==> config.mk <==
export PLATFORM = sky130hd
export DESIGN_NAME = id_ex_stage
export DESIGN_NICKNAME = d
export VERILOG_FILES = /design/src/rtl/cpu_pkg.sv /design/src/rtl/hazard_unit.sv /design/src/rtl/id_ex_stage.sv
export SDC_FILE = /design/constraint.sdc
export NUM_CORES = 1
export LEC_CHECK = 0
export CORE_MARGIN = 10
export CORE_UTILIZATION = 41
export DETAILED_ROUTE_END_ITERATION = 8
export GPL_TIMING_DRIVEN = 1
export PLACE_DENSITY = 0.8
export REMOVE_ABC_BUFFERS = 1
export SYNTH_ARGS = -nofsm -noshare
export SYNTH_HDL_FRONTEND = slang
export SYNTH_SLANG_ARGS = --single-unit
==> constraint.sdc <==
create_clock -name clk -period 3 [get_ports clk]
set_clock_uncertainty 0.2 [all_clocks]
set_input_delay 0.45 -clock clk [delete_from_list [all_inputs] [get_ports clk]]
set_output_delay 0.45 -clock clk [all_outputs]
set_load 0.03 [all_outputs]
==> src/rtl/cpu_pkg.sv <==
// rtl/cpu_pkg.sv - shared widths, forward-select encoding and register-match helper
package cpu_pkg;

   localparam int XLEN   = 32;
   localparam int CTRL_W = 8;
   localparam int CNT_W  = 32;

   localparam logic [4:0] REG_ZERO = 5'd0;

   // Operand source for the EX capture muxes
   typedef enum logic [1:0] {
      FWD_ID  = 2'b00,
      FWD_WB  = 2'b01,
      FWD_MEM = 2'b10
   } fwd_sel_e;

   // A producer hits a source only when it really writes a non-zero register
   function automatic logic rd_match(input logic [4:0] rs, input logic [4:0] rd, input logic we);
      return we && (rd != REG_ZERO) && (rs == rd);
   endfunction

endpackage

==> src/rtl/hazard_unit.sv <==
// rtl/hazard_unit.sv - RAW hazard detection and operand forward selects (FORWARDING_EN)
module hazard_unit
   import cpu_pkg::*;
(
   input  logic       id_valid,
   input  logic [4:0] id_rs1,
   input  logic [4:0] id_rs2,
   input  logic [4:0] ex_rd,
   input  logic       ex_we,
   input  logic [4:0] mem_rd,
   input  logic       mem_we,
   input  logic [4:0] wb_rd,
   input  logic       wb_we,
   input  logic [4:0] hold_rs1,
   input  logic [4:0] hold_rs2,
   output logic       hazard,
   output fwd_sel_e   fwd1,
   output fwd_sel_e   fwd2,
   output logic       refresh1,
   output logic       refresh2
);

   logic ex_hit;

   // ex_we is already qualified by the caller (valid, and load-only when forwarding)
   assign ex_hit = rd_match(id_rs1, ex_rd, ex_we) || rd_match(id_rs2, ex_rd, ex_we);

   // A WB write retiring while EX is held must land in the held operands
   assign refresh1 = rd_match(hold_rs1, wb_rd, wb_we);
   assign refresh2 = rd_match(hold_rs2, wb_rd, wb_we);

`ifdef FORWARDING_EN
   // MEM is younger than WB, so its value wins when both hit
   function automatic fwd_sel_e pick(input logic [4:0] rs);
      if (rd_match(rs, mem_rd, mem_we))
         return FWD_MEM;
      else if (rd_match(rs, wb_rd, wb_we))
         return FWD_WB;
      else
         return FWD_ID;
   endfunction

   // Only a load in EX cannot be forwarded in time
   assign hazard = id_valid && ex_hit;
   assign fwd1   = pick(id_rs1);
   assign fwd2   = pick(id_rs2);
`else
   logic mem_hit;

   assign mem_hit = rd_match(id_rs1, mem_rd, mem_we) || rd_match(id_rs2, mem_rd, mem_we);

   // Without bypass paths any EX or MEM producer stalls; WB is bypassed by the register file
   assign hazard = id_valid && (ex_hit || mem_hit);
   assign fwd1   = FWD_ID;
   assign fwd2   = FWD_ID;
`endif

endmodule

==> src/rtl/id_ex_stage.sv <==
// rtl/id_ex_stage.sv - ID/EX pipeline register with stall, bubble and flush control (FORWARDING_EN)
module id_ex_stage
   import cpu_pkg::*;
#(
   parameter int XLEN   = cpu_pkg::XLEN,
   parameter int CTRL_W = cpu_pkg::CTRL_W,
   parameter int CNT_W  = cpu_pkg::CNT_W
)(
   input  logic              clk,
   input  logic              SYS_reset_n,
   input  logic              ID_valid,
   input  logic [XLEN-1:0]   ID_pc,
   input  logic [XLEN-1:0]   ID_imm,
   input  logic [4:0]        ID_rs1,
   input  logic [4:0]        ID_rs2,
   input  logic [4:0]        ID_rd,
   input  logic              ID_reg_write,
   input  logic              ID_is_load,
   input  logic [CTRL_W-1:0] ID_ctrl,
   input  logic [XLEN-1:0]   ID_data1,
   input  logic [XLEN-1:0]   ID_data2,
   input  logic              EX_ready,
   input  logic              flush,
   input  logic [4:0]        MEM_rd,
   input  logic [4:0]        WB_rd,
   input  logic              MEM_reg_write,
   input  logic              WB_reg_write,
   input  logic [XLEN-1:0]   MEM_result,
   input  logic [XLEN-1:0]   WB_data,
   output logic              ID_stall,
   output logic              EX_valid,
   output logic [XLEN-1:0]   EX_pc,
   output logic [XLEN-1:0]   EX_imm,
   output logic [4:0]        EX_rs1,
   output logic [4:0]        EX_rs2,
   output logic [4:0]        EX_rd,
   output logic              EX_reg_write,
   output logic              EX_is_load,
   output logic [CTRL_W-1:0] EX_ctrl,
   output logic [XLEN-1:0]   EX_data1,
   output logic [XLEN-1:0]   EX_data2,
   output logic [CNT_W-1:0]  bubble_count
);

   logic            ex_hazard_we;
   logic            hazard;
   fwd_sel_e        fwd1;
   fwd_sel_e        fwd2;
   logic            refresh1;
   logic            refresh2;
   logic            take_bubble;
   logic [XLEN-1:0] op1;
   logic [XLEN-1:0] op2;

`ifdef FORWARDING_EN
   assign ex_hazard_we = EX_valid && EX_reg_write && EX_is_load;
`else
   assign ex_hazard_we = EX_valid && EX_reg_write;
`endif

   hazard_unit u_hazard (
      .id_valid (ID_valid),
      .id_rs1   (ID_rs1),
      .id_rs2   (ID_rs2),
      .ex_rd    (EX_rd),
      .ex_we    (ex_hazard_we),
      .mem_rd   (MEM_rd),
      .mem_we   (MEM_reg_write),
      .wb_rd    (WB_rd),
      .wb_we    (WB_reg_write),
      .hold_rs1 (EX_rs1),
      .hold_rs2 (EX_rs2),
      .hazard   (hazard),
      .fwd1     (fwd1),
      .fwd2     (fwd2),
      .refresh1 (refresh1),
      .refresh2 (refresh2)
   );

   // Flush overrides everything; otherwise back-pressure or a hazard holds the front end
   assign ID_stall    = !flush && (!EX_ready || hazard);
   assign take_bubble = !flush && EX_ready && hazard;

   // Operand capture muxes driven by the forward selects
   always_comb begin
      op1 = ID_data1;
      op2 = ID_data2;
      case (fwd1)
         FWD_MEM: op1 = MEM_result;
         FWD_WB:  op1 = WB_data;
         default: op1 = ID_data1;
      endcase
      case (fwd2)
         FWD_MEM: op2 = MEM_result;
         FWD_WB:  op2 = WB_data;
         default: op2 = ID_data2;
      endcase
   end

   // EX slot: flush kills, back-pressure holds, hazard bubbles, else capture
   always_ff @(posedge clk or negedge SYS_reset_n) begin
      if (!SYS_reset_n) begin
         EX_valid     <= 1'b0;
         EX_pc        <= '0;
         EX_imm       <= '0;
         EX_rs1       <= '0;
         EX_rs2       <= '0;
         EX_rd        <= '0;
         EX_reg_write <= 1'b0;
         EX_is_load   <= 1'b0;
         EX_ctrl      <= '0;
         EX_data1     <= '0;
         EX_data2     <= '0;
      end else if (flush) begin
         EX_valid <= 1'b0;
      end else if (!EX_ready) begin
         if (refresh1)
            EX_data1 <= WB_data;
         if (refresh2)
            EX_data2 <= WB_data;
      end else if (hazard) begin
         EX_valid     <= 1'b0;
         EX_reg_write <= 1'b0;
      end else begin
         EX_valid     <= ID_valid;
         EX_pc        <= ID_pc;
         EX_imm       <= ID_imm;
         EX_rs1       <= ID_rs1;
         EX_rs2       <= ID_rs2;
         EX_rd        <= ID_rd;
         EX_reg_write <= ID_reg_write;
         EX_is_load   <= ID_is_load;
         EX_ctrl      <= ID_ctrl;
         EX_data1     <= op1;
         EX_data2     <= op2;
      end
   end

   // Bubble counter, wraps naturally at 2^CNT_W
   always_ff @(posedge clk or negedge SYS_reset_n) begin
      if (!SYS_reset_n)
         bubble_count <= '0;
      else if (take_bubble)
         bubble_count <= bubble_count + CNT_W'(1);
   end

endmodule
Word level (Yosys, flattened, before mapping)
Cells that the tools add are included.

Register bits after elaboration: 186. Input bits: 234. RAM bits: 0. Logic and storage cells: 62. Latch bits: 0. ROM bits: 0. Memories kept: 0. Output and inout port bits: 187.

$add $sub $neg: 1. Multiplexer cells: 10. Shift-type cells: 0. Magnitude comparators: 0. Multipliers: 0. Equality and inequality tests: 7. Div/mod/pow operators: 0. Bitwise logic cells: 2. Reductions and logical operators: 30.

Operators by type and width (number): $mux W32 (6); $add A32 B1 Y32 const B (1); $eq A5 B5 Y1 (6); $reduce_bool A5 Y1 (3); $logic_and A1 B1 Y1 (14); $reduce_and A3 Y1 (3); $reduce_bool A2 Y1 (3); $logic_or A1 B1 Y1 (4); $mux W1 (4); $logic_not A1 Y1 (2); $ne A2 B2 Y1 const B (1); $not A1 Y1 (2); $reduce_and A2 Y1 (1).

Longest topological paths before layout
Depth in word-level cells: 9. Mapped depth: 9. Depth with buffers taken out: 6.

By module
A second synthesis with hierarchy kept.

Cell total of the unflattened synthesis: 863. Area total of the unflattened synthesis: 9155.0 um^2.

Modules (own cells, without submodules): id_ex_stage (area each 8737.1 um^2, cells an instance 807, instances 1); hazard_unit (area each 417.9 um^2, cells an instance 56, instances 1).

Least setup slack after synthesis
Ideal clock, no wire load.

Path kind: input to output. From: in MEM_rd[0]. To: out ID_stall. Setup slack: 191 ps. Stages on the path: 6. Required time: 2350 ps. Arrival time: 2159 ps. Cell sequence: or4_1 -> o21a_1 -> and2_1 -> a32oi_2 -> clkbuf_1 -> a21oi_1.

Cells in the longest elaborated chain, start to end: 8.

Ends and longest elaborated chain: start, declared (RTL line id_ex_stage.sv:24) `input logic [4:0] MEM_rd,`; $reduce_bool A5 Y1 (RTL line cpu_pkg.sv:19) `return we && (rd != REG_ZERO) && (rs == rd);`; $logic_and A1 B1 Y1 (2 in series) (RTL line cpu_pkg.sv:19); $logic_or A1 B1 Y1 (*) (RTL line hazard_unit.sv:50) `assign mem_hit = rd_match(id_rs1, mem_rd, mem_we) || rd_match(id_rs2, mem_rd, mem_we);`; $logic_or A1 B1 Y1 (*) (RTL line hazard_unit.sv:53) `assign hazard = id_valid && (ex_hit || mem_hit);`; $logic_and A1 B1 Y1 (*) (RTL line hazard_unit.sv:53); $logic_or A1 B1 Y1 (*) (RTL line id_ex_stage.sv:81) `assign ID_stall = !flush && (!EX_ready || hazard);`; $logic_and A1 B1 Y1 (*) (RTL line id_ex_stage.sv:81); end, declared (RTL line id_ex_stage.sv:30) `output logic ID_stall,`.

Mark *: on every way between the ends. The rest lies on a longest branch, timed or not.

Final worst setup path
From: reg EX_rd[0]. To: out ID_stall.

Cells in the longest elaborated chain, start to end: 8.

Ends and longest elaborated chain: start, declared (RTL line id_ex_stage.sv:36) `output logic [4:0] EX_rd,`; start signal, assigned (RTL line id_ex_stage.sv:130) `EX_rd <= ID_rd;`; $reduce_bool A5 Y1 (RTL line cpu_pkg.sv:19); $logic_and A1 B1 Y1 (2 in series) (RTL line cpu_pkg.sv:19); $logic_or A1 B1 Y1 (*) (RTL line hazard_unit.sv:26) `assign ex_hit = rd_match(id_rs1, ex_rd, ex_we) || rd_match(id_rs2, ex_rd, ex_we);`; $logic_or A1 B1 Y1 (*) (RTL line hazard_unit.sv:53); $logic_and A1 B1 Y1 (*) (RTL line hazard_unit.sv:53); $logic_or A1 B1 Y1 (*) (RTL line id_ex_stage.sv:81); $logic_and A1 B1 Y1 (*) (RTL line id_ex_stage.sv:81).

Marked as above.

==> results.toml <==
[outcome]
outcome = "completed"

[yosys]
synth_cell_types = 37
synthMuxAreaShare_pct = 20.5
synth_xor_area_share_pct = 6.37
yosysWarnings = 0
avgSynthCellArea_um2 = 12.0
synthSimpleGateAreaFrac_pct = 14.1
async_flop_share_pct = 100
synthCells = 698
ys.flop_type = "dfrtp_1"
yosys_register_bits = 186
yosysSeqAreaShare_pct = 55.5
netlist_area_um2 = 8390
synth_top_family_by_area = "multiplexers"
synth_edf_count = 0
synthAdderAreaFrac_pct = 0.149
synth_compound_area_share_pct = 1.16

[route]
wire_per_inst_um = 20.5
ant_nets = 0
drtPass1Iterations = 4
wl_um = 28500
vias = 6755
drt_iter0_markers = 393
viasPerCell = 4.86
drc = 0

[clock_tree]
cts.clk_slew.worst_paths_ps = 80
cts_sinks = 186
clock_latency_ps = 420
cts_tree = "done"
cts-root-buf = "clkbuf_16"
h-tree-depth = 4
clk_path_buf_depth = 2
numCtsBuffers = 17

[setup_path]
cp_max_fo = 4
cp_num_buf_inv = 3
cpLargestDelayFamily = "compound AO/OA/AOI/OAI gates"
path_class = "register to output pin"
start_kind = "register"
cp_common_cell = "buf_4"
slowest_stage = "dfrtp_2"
path_depth = 8
crit_required_ps = 2350
slowest_delay_ps = 440
critPathArrivalTime_ps = 2270
crit_path_end_kind = "output pin"
r2r_cells = 8
path_cells = "buf_4 -> xnor2_1 -> nand3_1 -> o22ai_1 -> a32oi_2 -> buf_6 -> a21oi_1 -> buf_4"

[sta]
setup-violations-final = 0
worstMarginPinSlew_ps = 895
max_slew_margin_pct = 40.3
post-route-period-util_pct = 97.4
setup_tns_ps = 0
finalCriticalPeriod_ps = 2920
report.final.hold_viol_count = 0
drv_slew = 0
max_freq_mhz = 342
rsz0062_at_grt = "false"

[floorplan]
initial_utilization_pct = 41.6
dieArea_um2 = 26600
die_x_um = 163
io_pins = 421
die_h_um = 163
placeableCoreArea_um2 = 20200
fp-row-count = 52

[grt]
grt_max_degree = 100
grt_pass1_wl_um = 43000
overflow = 0
grt_antenna_before_repair = 1
grt_util_all_layers_pct = 20.9
grt_pass1_vias = 7312

[worst_hold_path]
hold_class = "register to register"
hold_depth = 1

[placed_design]
dpl.hpwl_um = 22300
port_buffers = 388
gp_congestion = 0.876

[pwr]
cellLeakagePower_nw = 5.77
power.density_nw_per_um2 = 593
vdd_drop_max_mv = 0.370
power_mw = 7.95

[cells_and_area]
drive_gt1_share_pct = 19.4
area_growth_pct = 59.9
final_nets = 1340
fin_util_pct = 66.5

[flow_run]
drv_cap = 0
per-layer routing:
layer | global-route usage (%) | part of all wire (%) | vias to the layer above
li1 | - | - | 3191
met1 | 22.8 | 37 | 3259
met2 | 35.4 | 50 | 270
met5 | 0 | 0 | -
met4 | 7.30 | 2.5 | 0
met3 | 9.36 | 11 | 35
placed cells by master, fill, tap and decap left out, types with 2 or more instances in the layout:
cell type / n
nand2_1: 141
bufinv_16: 2
nand4_1: 13
nand2b_1: 33
mux2_1: 9
xor2_1: 15
or4_1: 4
a21oi_4: 2
buf_12: 8
nor3_1: 11
inv_6: 5
xnor2_1: 46
inv_8: 2
nand3_1: 19
inv_1: 2
clkinv_4: 2
and2_1: 5
and4_1: 4
o22ai_1: 2
mux2_2: 144
dfrtp_1: 185
a21oi_1: 2
clkbuf_16: 17
clkdlybuf4s50_1: 382
dlygate4sd2_1: 3
and3_1: 7
nor4_1: 4
buf_4: 25
clkinvlp_4: 2
path summary, 6_finish.rpt:
check	start	endpoint	slack [ps]
worst max-delay path	EX_rd[0]$_DFFE_PN0P_	ID_stall	80
worst min-delay path	bubble_count[31]$_DFFE_PN0P_	bubble_count[31]$_DFFE_PN0P_	280
worst max register to register	EX_rd[0]$_DFFE_PN0P_	EX_imm[9]$_DFFE_PN0P_	210
worst min register to register	bubble_count[31]$_DFFE_PN0P_	bubble_count[31]$_DFFE_PN0P_	280
max in group asynchronous	SYS_reset_n	EX_ctrl[0]$_DFFE_PN0P_	1470
min in group asynchronous	SYS_reset_n	EX_data2[5]$_DFFE_PN0P_	400
where the power goes:
part / leakage, nW / internal, mW / switching (mW)
registers: 2.27 / 2.86 / 0.213
logic: 3.21 / 1.23 / 1.32
clock network: 0.289 / 1.26 / 1.05
flip-flops by register name (all words and copies together) (netlist names):
name,count
EX_rs1,5
EX_reg_write,1
EX_pc,32
EX_ctrl,8
EX_valid,1
EX_data1,32
EX_is_load,1
EX_data2,32
bubble_count,32
EX_imm,32
EX_rs2,5
EX_rd,5
through the flow:
step	setup slack, ps	std cells	hold slack, ps	area (µm²)
floorplan	-1720	664	-45.6	8210
global placement	-101	1350	258	12800
detailed placement	-155	1350	274	12800
CTS	5.77	1385	294	13400
global route	3.64	1389	295	13400
finish	78.9	1389	281	13400
cells by family after synthesis:
| kind of cell | after synthesis |
|---|---|
| muxes | 153 |
| AOI/OAI and AO/OA | 13 |
| buffers and inverters | 36 |
| xor gates and xnor gates | 61 |
| and+or+nand+nor | 248 |
| DFF | 186 |
| adders and majority gates | 1 |
timing repair:
| action | 4_1_cts | 5_1_grt |
|---|---|---|
| setup buffers | 2 | 3 |
| hold buffers | 1 | 0 |
| pin swaps | 3 | 1 |
| endpoints found under the setup margin | 1 | 1 |
| resized for setup | 5 | 0 |
| endpoints found under the hold margin | 64 | 0 |
Yosys cell counts, types with 4 or more instances:
| library cell | instances | area share, % |
|---|---|---|
| a21oi_1 | 4 | 0.24 |
| and2_1 | 6 | 0.45 |
| and3_1 | 7 | 0.52 |
| and4_1 | 4 | 0.42 |
| buf_2 | 6 | 0.36 |
| buf_4 | 8 | 0.72 |
| clkbuf_1 | 16 | 0.72 |
| dfrtp_1 | 186 | 55 |
| mux2_1 | 9 | 1.2 |
| mux2_2 | 144 | 19 |
| nand2_1 | 141 | 6.3 |
| nand2b_1 | 33 | 2.5 |
| nand3_1 | 19 | 1.1 |
| nand4_1 | 13 | 0.97 |
| nor3_1 | 11 | 0.66 |
| nor4_1 | 4 | 0.30 |
| or4_1 | 4 | 0.36 |
| xnor2_1 | 46 | 4.8 |
| xor2_1 | 15 | 1.6 |
layout make-up:
type                            instances  area, µm²
Clock buffer                           18        429
Antenna cell                            1       2.50
Inverter                                2       7.51
Sequential cell                       186       4660
Timing Repair Buffer                  422       4240
Tap cell                              270        338
Multi-Input combinational cell        476       3570
Clock inverter                         14        175
Fill cell                            1530       6750
(Power assumes the default switching activity.)
